[config.mk]
export PLATFORM = sky130hd
export DESIGN_NAME = debounce_sync
export DESIGN_NICKNAME = d
export VERILOG_FILES = /design/src/rtl/debounce_sync.sv
export SDC_FILE = /design/constraint.sdc
export NUM_CORES = 1
export LEC_CHECK = 0
export ABC_AREA = 1
export BUFFER_PORTS_ARGS = -buffer_cell sky130_fd_sc_hd__buf_2
export CORE_AREA = 2 2 39 41
export CTS_CLUSTER_DIAMETER = 50
export DETAILED_ROUTE_END_ITERATION = 10
export DIE_AREA = 0 0 41 43
export MAX_ROUTING_LAYER = met4
export PLACE_DENSITY = 0.42
export SLEW_MARGIN = 15
export SYNTH_ARGS = -nofsm -noshare
export SYNTH_HDL_FRONTEND = slang
export SYNTH_SLANG_ARGS = --single-unit
[constraint.sdc]
create_clock -name clk -period 1.9 [get_ports clk]
set_clock_uncertainty 0.05 [all_clocks]
set_input_delay 0.57 -clock clk [delete_from_list [all_inputs] [get_ports clk]]
set_output_delay 0.57 -clock clk [all_outputs]
set_load 0.01 [all_outputs]
[src/rtl/debounce_sync.sv]
// Two-flop-style synchronizer followed by a counter-based debounce FSM for one async bit.
// Optional registered rise/fall pulses are built only when DEBOUNCE_EDGE_EN is defined.
module debounce_sync #(
  parameter int unsigned SYNC_STAGES   = 2,
  parameter int unsigned STABLE_CYCLES = 16
) (
  input  logic clk,
  input  logic rst,
  input  logic din,
  output logic level,
  output logic rise,
  output logic fall
);

  localparam int unsigned CNT_W = $clog2(STABLE_CYCLES);
  localparam logic [CNT_W-1:0] CNT_MAX = CNT_W'(STABLE_CYCLES - 1);

  typedef enum logic [1:0] {
    IDLE_LO = 2'd0,
    WAIT_HI = 2'd1,
    IDLE_HI = 2'd2,
    WAIT_LO = 2'd3
  } state_e;

  logic [SYNC_STAGES-1:0] sync_q;
  logic                   s;
  state_e                 state_q, state_d;
  logic [CNT_W-1:0]       cnt_q, cnt_d;
  logic                   level_q, level_d;

  always_ff @(posedge clk) begin
    if (rst) sync_q <= '0;
    else     sync_q <= {sync_q[SYNC_STAGES-2:0], din};
  end

  assign s = sync_q[SYNC_STAGES-1];

  always_ff @(posedge clk) begin
    if (rst) begin
      state_q <= IDLE_LO;
      cnt_q   <= '0;
      level_q <= 1'b0;
    end else begin
      state_q <= state_d;
      cnt_q   <= cnt_d;
      level_q <= level_d;
    end
  end

  // cnt counts the equal samples already seen; the STABLE_CYCLES-th one commits.
  always_comb begin
    state_d = state_q;
    cnt_d   = cnt_q;
    level_d = level_q;
    case (state_q)
      IDLE_LO: begin
        if (s) begin
          state_d = WAIT_HI;
          cnt_d   = CNT_W'(1);
        end else begin
          cnt_d   = '0;
        end
      end
      WAIT_HI: begin
        if (!s) begin
          state_d = IDLE_LO;
          cnt_d   = '0;
        end else if (cnt_q == CNT_MAX) begin
          state_d = IDLE_HI;
          level_d = 1'b1;
          cnt_d   = '0;
        end else begin
          cnt_d   = cnt_q + CNT_W'(1);
        end
      end
      IDLE_HI: begin
        if (!s) begin
          state_d = WAIT_LO;
          cnt_d   = CNT_W'(1);
        end else begin
          cnt_d   = '0;
        end
      end
      WAIT_LO: begin
        if (s) begin
          state_d = IDLE_HI;
          cnt_d   = '0;
        end else if (cnt_q == CNT_MAX) begin
          state_d = IDLE_LO;
          level_d = 1'b0;
          cnt_d   = '0;
        end else begin
          cnt_d   = cnt_q + CNT_W'(1);
        end
      end
      default: begin
        state_d = IDLE_LO;
        cnt_d   = '0;
        level_d = 1'b0;
      end
    endcase
  end

  assign level = level_q;

`ifdef DEBOUNCE_EDGE_EN
  logic rise_q, fall_q;

  // level only moves on a committed transition, so its next-state edge is the pulse.
  always_ff @(posedge clk) begin
    if (rst) begin
      rise_q <= 1'b0;
      fall_q <= 1'b0;
    end else begin
      rise_q <= level_d & ~level_q;
      fall_q <= ~level_d & level_q;
    end
  end

  assign rise = rise_q;
  assign fall = fall_q;
`else
  assign rise = 1'b0;
  assign fall = 1'b0;
`endif

endmodule

Word-level counts from Yosys, hierarchy flattened

Index checks and enable logic that the tools add are counted.

Register bits: 9
Bits in latches: 0
Memory bits (writable): 0
Bits in read-only memories: 0
Input bits: 3
Output and inout port bits: 3
Logic and storage cells: 39
Memories: 0

Add/sub/neg operators: 1
$mul: 0
Divide/modulo/power cells: 0
Order comparisons: 0
Equality and inequality tests: 12
Shift-type cells: 0
Mux-type cells: 18
Bitwise gates (word level): 0
Reduce and logical (&&, ||, !) cells: 4

Operators by type and width:

| kind                  | count |
|---|---|
| $pmux W4 S4           | 1 |
| $mux W2               | 6 |
| $mux W4               | 3 |
| $ne A2 B2 Y1 const B  | 6 |
| $pmux W2 S4           | 1 |
| $mux W1               | 6 |
| $ne A3 B3 Y1 const B  | 2 |
| $reduce_and A5 Y1     | 1 |
| $add A4 B1 Y4 const B | 1 |
| $eq A2 B2 Y1 const B  | 2 |
| $eq A4 B4 Y1 const B  | 1 |
| $reduce_and A4 Y1     | 1 |
| $eq A2 B1 Y1 const B  | 1 |
| $logic_not A2 Y1      | 1 |
| $pmux W1 S2           | 1 |
| $reduce_bool A2 Y1    | 1 |

Depth between registers and ports, before layout

Gate-level depths: netlist (run 1).

Depth in word-level cells: 4
Gate-level depth with buffers: 7
Mapped depth without buffers: 7

Worst setup path after synthesis (run 1)

OpenSTA, ideal clock, no wires.

Path type: register to register
From: reg cnt_q[0]
To: reg level_q, in the netlist level
Setup time: 113 ps
Data arrival time: 909 ps
Data required time: 1737 ps
Slack: 828 ps
Cell stages (with the launch flop): 7
Path buffers: 0
Clock period less this slack: 1072 ps
Path through: dfxtp_1 > ha_1 > nand2_2 > nor2_4 > nand2_1 > nor2_1 > nor2_1

Longest elaborated chain between the ends: 3
Elaborated cells between the ends (all ways): 4

RTL lines:

| element                              | line   | source |
|---|---|---|
| start: declaration                   | 28     | `logic [CNT_W-1:0] cnt_q, cnt_d;` |
| start signal: assignment             | 45     | `cnt_q <= cnt_d;` |
| $eq A4 B4 Y1 *                       | 68, 88 |  |
| $ne A2 B2 Y1 (no source line)        | n/a    |  |
| $reduce_and A5 Y1 (no source line) * | n/a    |  |
| end signal: assignment               | 46     | `level_q <= level_d;` |
| end: declaration                     | 29     | `logic level_q, level_d;` |

Every way passes the cells marked *; elsewhere a longest branch is shown, timed or not.
A chain may end at the register's enable or synchronous reset.

Worst setup path after layout (run 1)

From: reg level_q, in the netlist level
To: out level

RTL lines:

| element          | line | source |
|---|---|---|
| end: declaration | 10   | `output logic level,` |

No word-level cell between the ends.

==> results of run 1 <==
==> stage by stage <==
step	hold WS (ps)	instances
5_1_grt	406	74
4_1_cts	371	74
2_1_floorplan	338	53
3_3_place_gp	350	70
3_5_place_dp	354	70
6_report	364	74
==> layout make-up <==
type	instances	area [um^2]	area share (%)
Clock buffer	4	26.3	6.07
Inverter	9	33.8	7.80
Multi-Input combinational cell	33	158	36.4
Sequential cell	9	180	41.6
Tap cell	16	20.0	4.62
Timing Repair Buffer	3	15.0	3.47
==> path summary, 6_finish.rpt <==
kind | startpoint | endpoint | slack (ps) | depth (start not counted)
max | level | level | 580 | 1
min | sync_q[0] | sync_q[1] | 360 | 2
max reg2reg | cnt_q[0] | level | 710 | 6
min reg2reg | sync_q[0] | sync_q[1] | 360 | 2
==> where the power goes <==
part | switching [mW] | internal (mW) | total [mW]
Combinational | 0.00730 | 0.00366 | 0.0110
Clock | 0.0601 | 0.0805 | 0.141
Sequential | 0.00182 | 0.192 | 0.194
==> cell usage in the layout (no fill, tap or decap) <==
cell      count
buf_2         3
clkbuf_1      1
clkbuf_4      3
conb_1        2
dfxtp_1       9
ha_1          1
inv_1         9
nand2_1      12
nand2_2       1
nand3_1       2
nor2_1        9
nor2_4        1
nor3_1        2
nor3b_1       1
o21ai_0       1
xnor2_1       1
==> routing by layer <==
metal / up-vias / part of all wire, % / track usage (%)
met4: 0 / 1.4 / 10.0
li1: 163 / - / -
met1: 119 / 51 / 11.4
met3: 2 / 4.1 / 4.71
met2: 6 / 43 / 10.0
met5: - / 0 / -
==> cell usage after synthesis <==
library cell  count  area [um^2]
nand2_1          12         45.0
dfxtp_1           9          180
inv_1             9         33.8
nor2_1            9         33.8
buf_4             2         15.0
nand3_1           2         10.0
nor3_1            2         10.0
conb_1            1         3.75
ha_1              1         12.5
nand2_2           1         6.26
nor2_4            1         11.3
nor3b_1           1         7.51
o21ai_0           1         5.00
xnor2_1           1         8.76
==> cells by family after synthesis <==
kind of cell,synth area share [%]
flops,47.1
simple gates,32.4
buf+inv,12.7
fa+ha+maj,3.27
xor+xnor,2.29
compound gates,1.31
other cells,0.979
==> tightest hold or removal path: stages, from the launching register on <==
cell,delay [ps]
dfxtp_1,300
inv_1,40
nor2_1,30
==> results.cfg, run 1 <==
[critical_path]
cp.buffers_inverters = 1
crit_path_start_kind = register
cp-end-kind = output port
slowest_delay_ps = 320
crit_type = reg -> out
slowest_stage = dfxtp_1
worst-path-max-fanout = 2
crit_arrival_ps = 700
path_cells = buf_2
worstPathRequired_ps = 1280
critPathTopFamily = flip-flops

[timing]
finalHoldViolCount = 0
finalWorstSetupSlack_ps = 581
fmax_mhz = 758
drv_slew = 0
rsz0062_at_grt = false
fin_crit_ps = 1320
setup_tns_ps = 0
setup_viol = 0
min_period_over_period_pct = 69.4

[global_route]
grt_max_degree = 6
antenna_found_initial = 0
overflow = 0
grt_pass1_vias = 236
grt_pass1_wl_um = 959
gr-usage-all-layers_pct = 9.39

[clock_network]
clock-root-buffer = clkbuf_4
cts_inserted_buffers = 3
holdBufCountCts = 0
cts_tree = yes
cts_resized = 0
clk_path_buf_depth = 2
clk_pin_slew_worst_paths_ps = 60
h-tree-depth = 1
worstSkewPairLatency_ps = 250
cts.sinks = 9
post_cts_buffers = 0

[floorplan]
die_h_um = 43
core-area_um2 = 1380
die_w_um = 41
io_pins = 6
rows = 14
dieArea_um2 = 1760
floorplan.initialDensity_pct = 27.7

[drt]
wire_per_inst_um = 7.85
dr.pass1.iters = 4
viasPerCell = 3.92
wl_um = 581
drt_iter0_markers = 7
route.vias.total = 290
ant_nets = 0
drc = 0

[placed_design]
hpwl_um = 422
port_buffers = 3
gp_congestion = 0.710
post-place-ws_ps = 710
postPlaceCellArea_um2 = 407

[logic_synthesis]
synth.distinct_cells = 14
syn_inst = 52
synth-warning-count = 0
synth_area_um2 = 383
ys_seq_elements = 9
ys_seq_area_share_pct = 47.1
syn_avg_cell_area_um2 = 7.36

[power]
power_density_nw_per_um2 = 798
power_mw = 0.345
p_leak_nw = 0.182
ir_drop_mv = 0.227

[finish]
fillers = 158
drive_gt1_share_pct = 13.8
fin_nets = 63
syn2layout_area_growth_pct = 13.1
n_antenna_cell = 0
final_area_um2 = 433
fin_util_pct = 31.3

[hold_path]
hold_class = reg -> reg

[status]
outcome = finished clean

[job]
max_cap_violations = 0
(Power assumes the default switching activity.)
==> inputs of run 2 (changes only) <==
- clock period: 1.9 -> 1.37 ns (I/O delays scaled with it)
==> run 2 against run 1 <==
Effect of this change:
- utilization stayed put
- final cell count stayed put
- global-route usage is 0.29 points lower
- highest routed layer unchanged
==> results.cfg, run 2 (synthesized netlist as in run 1, its figures left out) <==
[placed_design]
postPlaceCellArea_um2 = 407
placed_cells = 70
hpwl_um = 433
port_buffers = 3
gp_congestion = 0.677

[critical_path]
crit_path_start_kind = register
slowest_delay_ps = 320
slowest_stage = dfxtp_1
worst-path-max-fanout = 2
path_cells = buf_2
critPathTopFamily = flip-flops
cp-end-kind = output port
cp.buffers_inverters = 1
crit_type = reg -> out
crit_arrival_ps = 710
reg2reg_slack_ps = 210
worstPathRequired_ps = 910

[power]
ir_drop_mv = 0.424
power_density_nw_per_um2 = 1130
p_leak_nw = 0.182

[clock_network]
cts_inserted_buffers = 3
clk_pin_slew_worst_paths_ps = 60
worstSkewPairLatency_ps = 260
cts.sinks = 9
holdBufCountCts = 0
cts_resized = 0
cts_tree = yes
post_cts_buffers = 0
clk_path_buf_depth = 2
clock-root-buffer = clkbuf_4
h-tree-depth = 1

[floorplan]
die_h_um = 43
dieArea_um2 = 1760
die_w_um = 41
rows = 14
floorplan.initialDensity_pct = 27.7
io_pins = 6
core-area_um2 = 1380

[finish]
mostFrequentLayoutCells = nand2_1, inv_1, nor2_1, dfxtp_1
syn2layout_area_growth_pct = 13.1
final_cells = 74
final_common_cell = nand2_1
fillers = 158
n_antenna_cell = 0
final_area_um2 = 433
fin_nets = 63
drive_gt1_share_pct = 13.8

[timing]
fin_crit_ps = 1170
drv_slew = 0
setup_viol = 0
min_period_over_period_pct = 85.3
finalHoldViolCount = 0
rsz0062_at_grt = false
fmax_mhz = 856
setup_tns_ps = 0
holdWs_ps = 299

[status]
outcome = finished clean

[drt]
drt_iter0_markers = 6
drc = 0
viasPerCell = 3.99
route.vias.total = 295
dr.pass1.iters = 2
wl_um = 545
wire_per_inst_um = 7.36
ant_nets = 0

[hold_path]
hold_class = in -> reg

[global_route]
gr-usage-all-layers_pct = 9.10
antenna_found_initial = 0
grt_max_degree = 6
grt_pass1_wl_um = 897
overflow = 0
grt_pass1_vias = 238

[job]
max_cap_violations = 0
-- run 2: cell counts in the layout (fill, tap and decap cells not counted) --
No cell type changed its count.
-- run 2: cell type report --
| class | instances | area (um^2) | area share [%] |
|---|---|---|---|
| repair buffers | 3 | 15.0 | 3.47 |
| well taps | 16 | 20.0 | 4.62 |
| clock buffers | 4 | 26.3 | 6.07 |
| inverters | 9 | 33.8 | 7.80 |
| multi-input cells | 33 | 158 | 36.4 |
| flip-flops and latches | 9 | 180 | 41.6 |
-- run 2: worst paths after layout --
| kind | startpoint | end | cells after the start |
|---|---|---|---|
| worst min-delay path | din | sync_q[0] | 3 |
| worst min register to register | sync_q[0] | sync_q[1] | 2 |
| worst max register to register | cnt_q[0] | register | 6 |
| worst max-delay path | level | level | 1 |
-- run 2: power by group --
| group | switching, mW | total, mW | internal (mW) |
|---|---|---|---|
| sequential | 0.00224 | 0.268 | 0.266 |
| clock | 0.0937 | 0.206 | 0.112 |
| combinational | 0.00969 | 0.0148 | 0.00507 |
| total | 0.106 | 0.489 | 0.383 |
-- run 2: metal layers --
layer  global-route usage (%)  routed length, um  vias up
met5                        -                  0        -
met4                     12.0                 25        0
met3                     4.71                 35        3
met2                     9.38                215        9
met1                     10.1                269      121
li1                         -                  -      162
-- run 2: metrics by stage --
step | util [%] | setup WS (ps) | total power [mW]
after floorplan | - | 298 | 0.288
after global placement | 29.4 | 220 | 0.289
after detailed placement | 29.4 | 219 | 0.289
after CTS | 31.3 | 185 | 0.498
after global routing | 31.3 | 93.9 | 0.511
final | 31.3 | 202 | 0.489
-- run 2: worst register-to-register path, cell delays in order, from the launching register on --
cell     delay, ps
dfxtp_1        350
ha_1           210
nand2_2         90
nor2_4         140
nand2_1         70
o21ai_0         80
nor2_1          50
==> inputs of run 3 (changes only) <==
- PLACE_DENSITY: 0.42 -> 0.54
==> run 3 against run 2 <==
Effect of this change:
- clock power fell by 3%
- register-to-register slack got worse by 30 ps
- die area did not move
- setup slack got worse by 24 ps
- critical path type is now reg -> reg
- routed wire length fell by 3.9%
- non-clock buffer count did not move
- combinational power barely moved
- largest power group unchanged
- flip-flop and latch count did not move
- fmax fell by 2.0%
- highest routed layer unchanged
- final cell count did not move
==> results.cfg, run 3 (synthesized netlist as in run 1, its figures left out) <==
[clock_network]
post_cts_buffers = 0
cts.sinks = 9
holdBufCountCts = 0
worstSkewPairLatency_ps = 250
cts_tree = yes
cts_inserted_buffers = 3
cts_resized = 0
clk_path_buf_depth = 2
h-tree-depth = 1
clk_pin_slew_worst_paths_ps = 60
clock-root-buffer = clkbuf_4

[critical_path]
worstPathRequired_ps = 1470
worst-path-max-fanout = 5
r2r_start = cnt_q[0]
crit_path_start_kind = register
crit_arrival_ps = 1290
reg2reg_slack_ps = 180
crit_type = reg -> reg
ff2ff_path_depth = 6
cp-end-kind = register

[hold_path]
hold_start = rst
whs_endpoint = sync_q[0]
min_path_cells = 2
hold_class = in -> reg

[timing]
rsz0062_at_grt = false
finalWorstSetupSlack_ps = 178
drv_slew = 0
setup_tns_ps = 0
setup_viol = 0
fin_crit_ps = 1190
holdWs_ps = 301
finalHoldViolCount = 0
min_period_over_period_pct = 87.0
fmax_mhz = 839

[placed_design]
placed_cells = 70
postPlaceCellArea_um2 = 407
port_buffers = 3
gp_congestion = 0.709
hpwl_um = 412
post-place-ws_ps = 177

[drt]
drt_iter0_markers = 7
wl_um = 524
dr.pass1.iters = 4
route.vias.total = 292
wire_per_inst_um = 7.08
ant_nets = 0
viasPerCell = 3.95
drc = 0

[global_route]
grt_pass1_vias = 270
overflow = 0
grt_max_degree = 6
grt_pass1_wl_um = 1000
gr-usage-all-layers_pct = 8.99
antenna_found_initial = 0

[floorplan]
core-area_um2 = 1380
die_w_um = 41
io_pins = 6
die_h_um = 43
dieArea_um2 = 1760
floorplan.initialDensity_pct = 27.7
rows = 14

[finish]
mostFrequentLayoutCells = nand2_1, inv_1, nor2_1, dfxtp_1
drive_gt1_share_pct = 13.8
fin_nets = 63
final_cells = 74
syn2layout_area_growth_pct = 13.1
fin_util_pct = 31.3
final_area_um2 = 433
final_common_cell = nand2_1
n_antenna_cell = 0
fillers = 158

[power]
power_density_nw_per_um2 = 1110
ir_drop_mv = 0.397
p_leak_nw = 0.182
power_mw = 0.482

[status]
outcome = finished clean

[job]
max_cap_violations = 0
[run 3: cell counts in the layout (fill, tap and decap cells not counted)]
Identical to the previous run, type by type.
[run 3: worst max-delay path by stage]
| stage | endpoint | slack (ps) | cells after the start | startpoint |
|---|---|---|---|---|
| 3_5_place_dp | register | 180 | 6 | cnt_q[0] |
| 6_report | register | 180 | 6 | cnt_q[0] |
| 5_1_grt | level | 70 | 6 | cnt_q[0] |
| 4_1_cts | register | 170 | 6 | cnt_q[0] |
| 2_1_floorplan | level | 300 | 6 | cnt_q[0] |
| 3_3_place_gp | register | 210 | 6 | cnt_q[0] |
[run 3: critical path: stages, from the launching register on]
cell and delay (ps):
dfxtp_1 360, ha_1 220, nand2_2 90, nor2_4 150, nand2_1 80, o21ai_0 90, nor2_1 60
[run 3: report_power, final]
part | internal (mW) | switching (mW) | leakage (nW)
combinational | 0.00508 | 0.00946 | 0.0944
sequential | 0.266 | 0.00225 | 0.0731
clock | 0.112 | 0.0871 | 0.0150
total | 0.383 | 0.0988 | 0.182
[run 3: per-layer routing]
layer	global-route usage, %	part of all wire [%]	wire length (um)	up-vias
met5	-	0	0	-
met4	8.00	3.6	19	0
met3	3.14	5.7	30	2
met2	10.9	40	210	8
met1	11.1	51	265	120
li1	-	-	-	162
[run 3: cell type report]
cell class	count	area [um^2]	share of cell area [%]
inverters	9	33.8	7.80
clock buffers	4	26.3	6.07
flip-flops and latches	9	180	41.6
multi-input cells	33	158	36.4
well taps	16	20.0	4.62
repair buffers	3	15.0	3.47
